**src/rtl/tl_pkg.sv**
```systemverilog
// Shared definitions for the country-road sensor and the highway/country light controller.
// Light encodings, boolean constants and the controller's state encodings.
package tl_pkg;

   typedef enum logic [1:0] {
      RED    = 2'b00,
      YELLOW = 2'b01,
      GREEN  = 2'b10
   } light_t;

   localparam logic TRUE  = 1'b1;
   localparam logic FALSE = 1'b0;

   typedef enum logic [2:0] {
      S0 = 3'd0,
      S1 = 3'd1,
      S2 = 3'd2,
      S3 = 3'd3,
      S4 = 3'd4
   } state_t;

endpackage

```
**src/rtl/sensor_debounce.sv**
```systemverilog
// Two-flop synchroniser, persistence debouncer and one-cycle rising-edge pulse
// for the raw country-road loop detector.
module sensor_debounce
   import tl_pkg::*;
#(
   parameter int DEBOUNCE_CYCLES = 4
) (
   input  logic clock,
   input  logic clear,
   input  logic din,
   output logic level,
   output logic rise
);

   localparam logic [7:0] DCNT_LAST = 8'(DEBOUNCE_CYCLES - 1);

   logic       s1_q, s1_d;
   logic       s2_q, s2_d;
   logic       deb_q, deb_d;
   logic       deb_dly_q, deb_dly_d;
   logic [7:0] dcnt_q, dcnt_d;

   // The level only flips after the synchronised input has disagreed with it
   // for DEBOUNCE_CYCLES consecutive cycles; any agreement restarts the count.
   always_comb begin
      s1_d      = din;
      s2_d      = s1_q;
      deb_d     = deb_q;
      deb_dly_d = deb_q;
      dcnt_d    = dcnt_q;
      if (s2_q == deb_q) begin
         dcnt_d = '0;
      end else if (dcnt_q == DCNT_LAST) begin
         deb_d  = s2_q;
         dcnt_d = '0;
      end else begin
         dcnt_d = dcnt_q + 8'd1;
      end
   end

   always_ff @(posedge clock) begin
      if (clear) begin
         s1_q      <= FALSE;
         s2_q      <= FALSE;
         deb_q     <= FALSE;
         deb_dly_q <= FALSE;
         dcnt_q    <= '0;
      end else begin
         s1_q      <= s1_d;
         s2_q      <= s2_d;
         deb_q     <= deb_d;
         deb_dly_q <= deb_dly_d;
         dcnt_q    <= dcnt_d;
      end
   end

   assign level = deb_q;
   assign rise  = deb_q & ~deb_dly_q;

endmodule

```
**src/rtl/car_sensor.sv**
```systemverilog
// Country-road car sensor: debounced arrivals, green-light departures and the waiting-car queue.
// Optional CAR_SENSOR_STATS_EN adds a 16-bit wrapping total_cars arrival counter.
module car_sensor
   import tl_pkg::*;
#(
   parameter int DEBOUNCE_CYCLES = 4,
   parameter int CNT_W           = 4,
   parameter int DEP_CYCLES      = 3
) (
   input  logic             clock,
   input  logic             clear,
   input  logic             sensor_raw,
   input  logic [1:0]       cntry,
   output logic             X,
   output logic [CNT_W-1:0] car_count,
   output logic             overflow
`ifdef CAR_SENSOR_STATS_EN
   ,
   output logic [15:0]      total_cars
`endif
);

   localparam logic [CNT_W-1:0] CNT_MAX  = '1;
   localparam logic [7:0]       DEP_LAST = 8'(DEP_CYCLES - 1);

   logic             arr;
   logic             deb_level_unused;
   logic             green_busy;
   logic             dep;
   logic [7:0]       dep_tmr_q, dep_tmr_d;
   logic [CNT_W-1:0] car_count_q, car_count_d;
   logic             overflow_q, overflow_d;

   sensor_debounce #(
      .DEBOUNCE_CYCLES(DEBOUNCE_CYCLES)
   ) u_debounce (
      .clock(clock),
      .clear(clear),
      .din  (sensor_raw),
      .level(deb_level_unused),
      .rise (arr)
   );

   // Departures only accrue while green with someone waiting; YELLOW, RED
   // and the unused code all drop partial progress.
   assign green_busy = (cntry == GREEN) && (car_count_q != '0);

   always_comb begin
      dep       = FALSE;
      dep_tmr_d = '0;
      if (green_busy) begin
         if (dep_tmr_q == DEP_LAST) begin
            dep = TRUE;
         end else begin
            dep_tmr_d = dep_tmr_q + 8'd1;
         end
      end
   end

   always_comb begin
      car_count_d = car_count_q;
      overflow_d  = overflow_q;
      if (arr && !dep) begin
         if (car_count_q == CNT_MAX) begin
            overflow_d = TRUE;
         end else begin
            car_count_d = car_count_q + CNT_W'(1);
         end
      end else if (dep && !arr) begin
         car_count_d = car_count_q - CNT_W'(1);
      end
   end

   always_ff @(posedge clock) begin
      if (clear) begin
         dep_tmr_q   <= '0;
         car_count_q <= '0;
         overflow_q  <= FALSE;
      end else begin
         dep_tmr_q   <= dep_tmr_d;
         car_count_q <= car_count_d;
         overflow_q  <= overflow_d;
      end
   end

`ifdef CAR_SENSOR_STATS_EN
   logic [15:0] total_q, total_d;

   // Counts every debounced arrival, including those dropped at a full queue.
   always_comb begin
      total_d = total_q;
      if (arr) begin
         total_d = total_q + 16'd1;
      end
   end

   always_ff @(posedge clock) begin
      if (clear) begin
         total_q <= '0;
      end else begin
         total_q <= total_d;
      end
   end

   assign total_cars = total_q;
`endif

   assign X         = (car_count_q != '0);
   assign car_count = car_count_q;
   assign overflow  = overflow_q;

endmodule

```
**config.mk**
```make
export PLATFORM = sky130hd
export DESIGN_NAME = car_sensor
export DESIGN_NICKNAME = d
export VERILOG_FILES = /design/src/rtl/tl_pkg.sv /design/src/rtl/sensor_debounce.sv /design/src/rtl/car_sensor.sv
export SDC_FILE = /design/constraint.sdc
export NUM_CORES = 1
export LEC_CHECK = 0
export CAP_MARGIN = 20
export CORE_ASPECT_RATIO = 1.25
export CORE_UTILIZATION = 53
export DETAILED_ROUTE_END_ITERATION = 12
export PLACE_DENSITY = 0.81
export SLEW_MARGIN = 20
export SYNTH_ARGS = -nofsm -noshare
export SYNTH_HDL_FRONTEND = slang
export SYNTH_SLANG_ARGS = --single-unit
export TNS_END_PERCENT = 50
```
**constraint.sdc**
```tcl
create_clock -name clock -period 4.4 [get_ports clock]
set_input_delay 0.66 -clock clock [delete_from_list [all_inputs] [get_ports clock]]
set_output_delay 0.66 -clock clock [all_outputs]
set_load 0.02 [all_outputs]
```
==> results of run 1 <==
==> kinds of logic (layout without fill, tap and decap cells) <==
| group | count (synthesis) | after routing | synth area share |
|---|---|---|---|
| DFF | 25 | 25 | 0.426 |
| adders and majority gates | 6 | 6 | 0.0703 |
| buffers and inverters | 2 | 15 | 0.00958 |
| and+or+nand+nor | 61 | 61 | 0.302 |
| muxes | 7 | 7 | 0.0660 |
| xor gates and xnor gates | 14 | 14 | 0.104 |
| AOI/OAI and AO/OA | 4 | 4 | 0.0213 |
==> power breakdown <==
part | switching, W | leakage, nW | internal, W
sequential | 0.000000586 | 0.202 | 0.000228
combinational | 0.00000396 | 0.301 | 0.00000540
clock | 0.0000654 | 0.0177 | 0.0000339
==> layout make-up <==
type,instances,area share
Tap cell,20,0.0190
Multi-Input combinational cell,92,0.502
Sequential cell,25,0.379
Clock buffer,3,0.0171
Clock inverter,1,0.00379
Timing Repair Buffer,10,0.0758
Inverter,1,0.00284
==> flip-flops by register name, indices dropped and copies added (netlist names) <==
| signal | count |
|---|---|
| u_debounce.s2_q | 1 |
| overflow | 1 |
| u_debounce.dcnt_q | 8 |
| u_debounce.level | 1 |
| car_count | 4 |
| u_debounce.s1_q | 1 |
| u_debounce.deb_dly_q | 1 |
| dep_tmr_q | 8 |
==> metrics by stage <==
stage,util,instance area (sq um),hold WS [ps],power (W)
finish,0.651,1320,464,0.000337
global route,0.651,1320,470,0.000349
CTS,0.651,1320,466,0.000340
detailed placement,0.638,1290,439,0.000243
global placement,0.638,1290,419,0.000242
floorplan,-,1170,414,0.000238
==> how the worst max path moves through the flow <==
| stage | from | endpoint | slack (ps) | cells after the start |
|---|---|---|---|---|
| detailed placement | cntry[0] | car_count[3]$_SDFFE_PP0P_ | 1450 | 9 |
| floorplan | car_count[0]$_SDFFE_PP0P_ | car_count[3]$_SDFFE_PP0P_ | 1860 | 8 |
| finish | cntry[0] | car_count[3]$_SDFFE_PP0P_ | 1810 | 9 |
| CTS | cntry[0] | car_count[3]$_SDFFE_PP0P_ | 1810 | 9 |
| global route | cntry[0] | car_count[3]$_SDFFE_PP0P_ | 1740 | 9 |
| global placement | cntry[0] | car_count[3]$_SDFFE_PP0P_ | 1550 | 9 |
==> synthesized netlist by cell type (all sizes together) <==
library cell	number	area (sq um)
dfxtp	25	500
nor2	25	93.8
xnor2	9	78.8
nand3	8	40.0
ha	5	62.6
nand2	5	18.8
nor2b	5	31.3
xor2	5	43.8
mux2i	4	43.8
and2b	3	25.0
and3	3	18.8
mux2	3	33.8
a21oi	2	10.0
nand2b	2	12.5
nand4	2	27.5
nor3	2	21.3
a211o	1	8.76
a31oi	1	6.26
and2	1	6.26
and4	1	10.0
buf	1	7.51
fa	1	20.0
inv	1	3.75
nor4	1	6.26
nor4b	1	23.8
or2b	1	8.76
or4	1	11.3
==> routing by layer <==
metal | vias up | global-route usage | share of wire
li1 | 425 | - | -
met4 | 0 | 0.0606 | 0.0087
met5 | - | 0 | 0
met1 | 391 | 0.196 | 0.41
met3 | 2 | 0.0198 | 0.012
met2 | 7 | 0.370 | 0.56
==> key figures, run 1 <==
Worst hold path
  – Hold WC Path Type: reg -> reg
  – Worst Hold End: u_debounce.s2_q$_SDFF_PP0_
  – Hold_sp: u_debounce.s1_q$_SDFF_PP0_
  – WHS Path Cells: 1

Drt
  – Final ANT Viol Nets: 0
  – Initial drt markers: 6
  – Residual DRC: 0
  – Routed via count: 825
  – Routed wire length: 1.95 mm
  – WL/cell: ~13 microns
  – Drt via density: 5.43
  – Initial DRT Pass Iterations: 6

Synthesis
  – Register area share after synthesis: 0.426
  – Post-synth cell types: 31
  – Synth Instances: 119
  – Post-Synthesis Net Count: 130
  – Post-synthesis instance area: ~1200 sq um
  – Count of state elements after synthesis: 25
  – Avg Synthesized Cell Area: 9.87 sq um
  – Yosys synthesis warning count: 0

STA
  – Setup TNS Final: 0 ps
  – Final Hold Vio Count: 0
  – Fin. max-slew vios: 0
  – Clk_skew: 1.43 ps
  – Post-route minimum period: 2590 ps
  – Max frequency: 386 MHz
  – Max-slew headroom: 0.695
  – Final setup viols: 0
  – Worst setup margin: 1810 ps
  – Worst Tran Pin Value: 456 ps
  – Tcrit/Tclk final: 0.588
  – RSZ-0062 raised after global routing: no

Power and ir drop
  – Static leakage: 0.520 nW
  – Maximum VDD drop: 0.000168 V
  – Pwr dens: 255 nW/um^2

Layout
  – Multi-input logic area: approximately 660 sq um
  – Layout cells sized above 1: 0.0985
  – Sequential cell area: ~500 sq um
  – Most frequent cells in the layout: nor2_1, dfxtp_1, clkdlybuf4s50_1
  – Nets: 144
  – Ant. Diodes: 0
  – # fillers: roughly 170
  – Non-Filler Instances: 152
  – Syn-to-layout area delta: 12.4%

Floorplan
  – Site Rows: 18
  – Initial Util: 0.580
  – Die Height: 54.6 microns
  – CORE AREA: roughly 2000 sq um
  – Die area: 2410 sq um
  – Ports: 11
  – Die width: 44.1 microns

Worst setup path
  – RR Startpoint: car_count[0]$_SDFFE_PP0P_
  – CP bufs+invs: 1
  – FF-to-FF setup slack: 1860 ps
  – Delay-heaviest family, CP: multiplexers
  – Crit path capture type: flop
  – Worst path cell trace: clkdlybuf4s50_1 -> and2b_2 -> nand4_4 -> nand2_1 -> ha_1 -> a21oi_1 -> a211o_1 -> mux2i_1 -> mux2_1
  – Reg2reg end: car_count[3]$_SDFFE_PP0P_
  – Max stage delay cell, worst path: clkdlybuf4s50_1
  – Worst reg2reg path depth: 8
  – CP Max Fanout: 4
  – Crit-path max cell delay: 450 ps
  – CP Data Arrival Time: ~2800 ps
  – Required time of the critical path: 4610 ps
  – Crit Path Category: in -> reg
  – Startpoint types: primary input

Place
  – Placement Setup Slack: 1450 ps
  – Number of I/O port buffers: 10
  – Routability cong.: 0.681
  – DP HPWL: 1.56 mm
  – Placed cell count: 148

Clock network
  – CTS tree: yes
  – TritonCTS Buffers: 3
  – Clock root buffer: clkbuf_4
  – CTS resizes: 0
  – CTS H-tree lvls: 1
  – Worst-skew pair later-pin latency: 300 ps
  – Worst-case clock buffer depth: 2
  – Cts hold-fix bufs: 0
  – Clk sinks: 25
  – Postcts setup bufs: 0
  – Clock transition at path regs: around 130 ps

GRT
  – Antenna violations before repair: 0
  – First-pass GRT wire length: 3.34 mm
  – Largest net degree at the start of global routing: 16
  – Remaining Overflow, GRT: 0
  – Number of global-route vias before repair: approximately 830
  – Tot GR Track Use: 0.184

Run
  – Max cap viols: 0

Status
  – Status: finished, final reports clean
No activity file was read; power rests on OpenSTA's default activity.
==> inputs of run 2 (changes only) <==
==> constraint.sdc (replaced) <==
create_clock -name clock -period 2.4 [get_ports clock]
set_input_delay 0.36 -clock clock [delete_from_list [all_inputs] [get_ports clock]]
set_output_delay 0.36 -clock clock [all_outputs]
set_load 0.02 [all_outputs]
==> run 2 against run 1 <==
Against the previous run:
- sequential power increased by 83%
- setup slack worse by 1800 ps
- count of clock-buffer cells in the layout is the same
- worst hold slack got worse by 1.9 ps
- clock skew increased by 5.2 ps
- critical path type is now reg -> reg
- critical endpoint unchanged
- largest cell class unchanged
==> key figures, run 2 (same netlist as run 1, synthesis figures left out) <==
Status
  – Status: finished, final reports clean

Place
  – Placement Setup Slack: -114 ps
  – DP HPWL: 1.56 mm
  – Routability cong.: 0.743
  – Number of I/O port buffers: 10

Floorplan
  – Site Rows: 18
  – Die area: 2410 sq um
  – CORE AREA: roughly 2000 sq um
  – Die width: 44.1 microns
  – Ports: 11
  – Die Height: between 50 and 60 microns
  – Initial Util: 0.580

Layout
  – Nets: approximately 150
  – Most frequent cells in the layout: nor2_1, dfxtp_1, clkdlybuf4s50_1
  – Sequential cell area: 504 sq um
  – Syn-to-layout area delta: 22.2%
  – Multi-input logic area: about 710 sq um
  – Ant. Diodes: 0
  – Commonest non-fill, non-tap cell in the layout: nor2_1
  – # fillers: around 150
  – Final core occ: 0.708
  – Layout cells sized above 1: 0.207

Clock network
  – Clock transition at path regs: 140 ps
  – Clock root buffer: clkbuf_4
  – Cts hold-fix bufs: 0
  – Clk sinks: 25
  – CTS H-tree lvls: 1
  – TritonCTS Buffers: 3
  – CTS tree: yes
  – Worst-case clock buffer depth: 2
  – Worst-skew pair later-pin latency: 330 ps

Worst setup path
  – CP Data Arrival Time: 2610 ps
  – Crit path capture type: flop
  – Required time of the critical path: 2640 ps
  – Crit Path Category: reg -> reg
  – CP Max Fanout: 3
  – Startpoint types: flop

GRT
  – Largest net degree at the start of global routing: 16
  – Antenna violations before repair: 0
  – Tot GR Track Use: 0.180
  – Number of global-route vias before repair: 780
  – First-pass GRT wire length: 3.19 mm
  – Remaining Overflow, GRT: 0

Run
  – Max cap viols: 0

Worst hold path
  – Hold WC Path Type: reg -> reg

STA
  – Clk_skew: 6.60 ps
  – Fin. max-slew vios: 0
  – Final setup viols: 0
  – Max frequency: 422 MHz
  – Tcrit/Tclk final: 0.987
  – Post-route minimum period: 2370 ps
  – Final Hold Vio Count: 0
  – Max-slew headroom: 0.664
  – Setup TNS Final: 0 ps
  – RSZ-0062 raised after global routing: yes
  – Worst setup margin: roughly 32 ps
  – Worst Tran Pin Value: 503 ps

Drt
  – Drt via density: approximately 5.6
  – Initial DRT Pass Iterations: 4
  – Initial drt markers: 22
  – Routed via count: 888
  – Routed wire length: 2.10 mm
  – Residual DRC: 0
  – Final ANT Viol Nets: 0
  – WL/cell: 13.1 microns

Power and ir drop
  – Static leakage: approximately 0.56 nW
  – Pwr dens: 441 nW/um^2
  – Maximum VDD drop: 0.000463 V
==> run 2: changes by cell type in the layout (fill, tap and decap cells not counted), moves of 2 or more <==
cell,before,now
buf_4,0,8
dfxtp_1,25,22
dfxtp_2,0,3
ha_1,5,3
ha_4,0,2
==> run 2: final timing paths <==
check	slack, ps	to	cells past startpoint	start
max	30	car_count[3]$_SDFFE_PP0P_	8	car_count[2]$_SDFFE_PP0P_
min	460	u_debounce.s2_q$_SDFF_PP0_	1	u_debounce.s1_q$_SDFF_PP0_
max reg2reg	30	car_count[3]$_SDFFE_PP0P_	8	car_count[2]$_SDFFE_PP0P_
min reg2reg	460	u_debounce.s2_q$_SDFF_PP0_	1	u_debounce.s1_q$_SDFF_PP0_
==> run 2: per-stage QoR <==
step	std cells	cell area, sq um	total power, W	hold slack, ps
2_1_floorplan	119	1190	0.000437	414
3_5_place_dp	154	1360	0.000444	433
4_1_cts	158	1390	0.000639	462
5_1_grt	160	1440	0.000653	466
3_3_place_gp	154	1360	0.000444	419
6_report	160	1440	0.000633	462
==> run 2: critical path: stages, from the launching register on <==
cell and delay (ps):
dfxtp_2 340, or4_4 570, nand4_4 110, nand2_4 80, ha_4 320, nand3_4 70
a211o_1 290, mux2i_1 170, mux2_1 330
==> run 2: repair_timing <==
item | 4_1_cts | 5_1_grt
setup buffers | 0 | 2
setup endpoints to repair | 0 | 1
resized for setup | 0 | 5
==> run 2: power by group <==
part / internal [W] / switching (W)
clock network: 0.0000639 / 0.000133
logic: 0.00000990 / 0.00000736
registers: 0.000417 / 0.000000994
==> run 2: final cells by class <==
class,instances,area share
repair buffers,18,0.112
flip-flops and latches,25,0.351
clock inverters,1,0.00523
clock buffers,3,0.0157
multi-input cells,92,0.496
inverters,1,0.00262
well taps,20,0.0174
==> run 2: per-layer routing <==
layer  track usage  vias up  part of all wire
met5             0        -                 0
met4        0.0909        0             0.018
met3        0.0198        3             0.022
met2         0.333       16              0.53
met1         0.203      427              0.43
li1              -      442                 -
==> inputs of run 3 (changes only) <==
--- a/config.mk
+++ b/config.mk
@@ -10,6 +10,7 @@
 export CORE_UTILIZATION = 53
 export DETAILED_ROUTE_END_ITERATION = 12
 export PLACE_DENSITY = 0.81
+export SKIP_LAST_GASP = 1
 export SLEW_MARGIN = 20
 export SYNTH_ARGS = -nofsm -noshare
 export SYNTH_HDL_FRONTEND = slang
==> constraint.sdc (replaced) <==
create_clock -name clock -period 2.7 [get_ports clock]
set_input_delay 0.405 -clock clock [delete_from_list [all_inputs] [get_ports clock]]
set_output_delay 0.405 -clock clock [all_outputs]
set_load 0.02 [all_outputs]
==> run 3 against run 2 <==
Against the previous run:
- die area did not move
- critical path depth is the same
- worst hold slack worse by 1.7 ps
- final area shrank 7.0%
- maximum frequency fell by 4.9%
- cell count fell by 3.8%
==> key figures, run 3 (same netlist as run 1, synthesis figures left out) <==
GRT
  – First-pass GRT wire length: approximately 3.2 mm
  – Antenna violations before repair: 0
  – Number of global-route vias before repair: 814
  – Tot GR Track Use: 0.179
  – Remaining Overflow, GRT: 0
  – Largest net degree at the start of global routing: 16

Place
  – Routability cong.: 0.687
  – DP HPWL: 1.50 mm
  – Placed cell count: 150
  – Number of I/O port buffers: 10
  – Placement Setup Slack: 14.5 ps

Layout
  – Non-Filler Instances: 154
  – Syn-to-layout area delta: 13.6%
  – Layout cells sized above 1: 0.112
  – Most frequent cells in the layout: nor2_1, dfxtp_1, clkdlybuf4s50_1
  – Nets: approximately 150
  – Ant. Diodes: 0

STA
  – Worst Tran Pin Value: 512 ps
  – RSZ-0062 raised after global routing: no
  – Post-route minimum period: around 2500 ps
  – Max frequency: 402 MHz
  – Worst setup margin: 211 ps
  – Max-slew headroom: 0.657
  – Fin. max-slew vios: 0
  – Hold slack final: 460 ps
  – Final Hold Vio Count: 0
  – Clk_skew: 1.41 ps
  – Final setup viols: 0
  – Tcrit/Tclk final: 0.922
  – Setup TNS Final: 0 ps

Power and ir drop
  – Int Power: 0.000435 W
  – NetSw: 0.000113 W
  – Pwr dens: 411 nW/um^2
  – Maximum VDD drop: 0.000282 V
  – Clock power share: 0.294
  – Sequential share of power: 0.678
  – Switch share: 0.207
  – Static leakage: 0.531 nW
  – Combinational power share: 0.028

Floorplan
  – Die area: 2410 sq um
  – Die width: 44.1 microns
  – Die Height: 54.6 microns
  – Ports: 11
  – Initial Util: 0.580
  – Site Rows: 18
  – CORE AREA: approximately 2000 sq um

Drt
  – Routed via count: 852
  – Residual DRC: 0
  – WL/cell: 12.5 microns
  – Final ANT Viol Nets: 0
  – Initial DRT Pass Iterations: 6
  – Initial drt markers: 15
  – Routed wire length: 1.93 mm
  – Drt via density: 5.53

Clock network
  – Clock transition at path regs: 130 ps
  – CTS tree: yes
  – TritonCTS Buffers: 3
  – Cts hold-fix bufs: 0
  – CTS resizes: 0
  – Clock root buffer: clkbuf_4
  – Worst-skew pair later-pin latency: ~310 ps
  – Clk sinks: 25
  – Postcts setup bufs: 0
  – Worst-case clock buffer depth: 2
  – CTS H-tree lvls: 1

Worst setup path
  – Crit path capture type: flop
  – CP Data Arrival Time: 2700 ps
  – Worst path cell trace: or4_4 -> nand4_4 -> nand2_1 -> ha_1 -> a21oi_1 -> a211o_1 -> mux2i_1 -> mux2_1
  – Crit-path max cell delay: around 570 ps
  – Startpoint types: flop
  – Max stage delay cell, worst path: or4_4
  – Required time of the critical path: 2910 ps
  – CP Max Fanout: 4
  – Crit Path Category: reg -> reg

Worst hold path
  – Hold WC Path Type: reg -> reg

Status
  – Status: finished, final reports clean

Run
  – Max cap viols: 0
==> run 3: cell types whose count changed in the layout (fill, tap and decap cells not counted), moves of 2 or more <==
cell     change
dfxtp_1      +3
ha_1         +2
dfxtp_2      -3
ha_4         -2
buf_4        -6
==> run 3: critical path, delay by kind of cell, from the launching register on <==
family	cells	cell delay [ps]
muxes	2	480
adders and majority gates	1	360
AOI/OAI and AO/OA	2	390
and+or+nand+nor	3	820
DFF	1	340
==> run 3: cell type report <==
class / count / area, sq um
clock inverter: 1 / 5.00
multi-input combinational: 92 / 663
timing repair buffer: 12 / 115
sequential: 25 / 500
inverter: 1 / 3.75
fill: 176 / 692
clock buffer: 3 / 22.5
tap: 20 / 25.0
==> run 3: final timing paths <==
| check | from | end | slack [ps] | cells after the start |
|---|---|---|---|---|
| hold reg to reg | u_debounce.s1_q$_SDFF_PP0_ | u_debounce.s2_q$_SDFF_PP0_ | 460 | 1 |
| setup reg to reg | car_count[0]$_SDFFE_PP0P_ | car_count[3]$_SDFFE_PP0P_ | 210 | 8 |
| setup / recovery | car_count[0]$_SDFFE_PP0P_ | car_count[3]$_SDFFE_PP0P_ | 210 | 8 |
| hold / removal | u_debounce.s1_q$_SDFF_PP0_ | u_debounce.s2_q$_SDFF_PP0_ | 460 | 1 |
==> run 3: metrics by stage <==
step	util	power [W]	cell area (sq um)
after floorplan	-	0.000388	1170
after CTS	0.659	0.000560	1340
after global placement	0.645	0.000395	1310
after global routing	0.659	0.000572	1340
after detailed placement	0.645	0.000395	1310
final	0.659	0.000548	1340
==> run 3: power groups by stage <==
stage	Sequential [W]	Combinational (W)	Clock [W]
after detailed placement	0.000380	0.0000155	0
final	0.000372	0.0000156	0.000161
after global routing	0.000372	0.0000173	0.000183
after floorplan	0.000380	0.00000850	0
after global placement	0.000380	0.0000150	0
after CTS	0.000372	0.0000155	0.000172
==> run 3: metal layers <==
metal  GRT usage  vias to the layer above  wire [microns]
met5           0                        -               0
met4      0.0758                        0              27
met3      0.0198                        4              26
met2       0.358                        7            1030
met1       0.184                      412             850
li1            -                      429               -
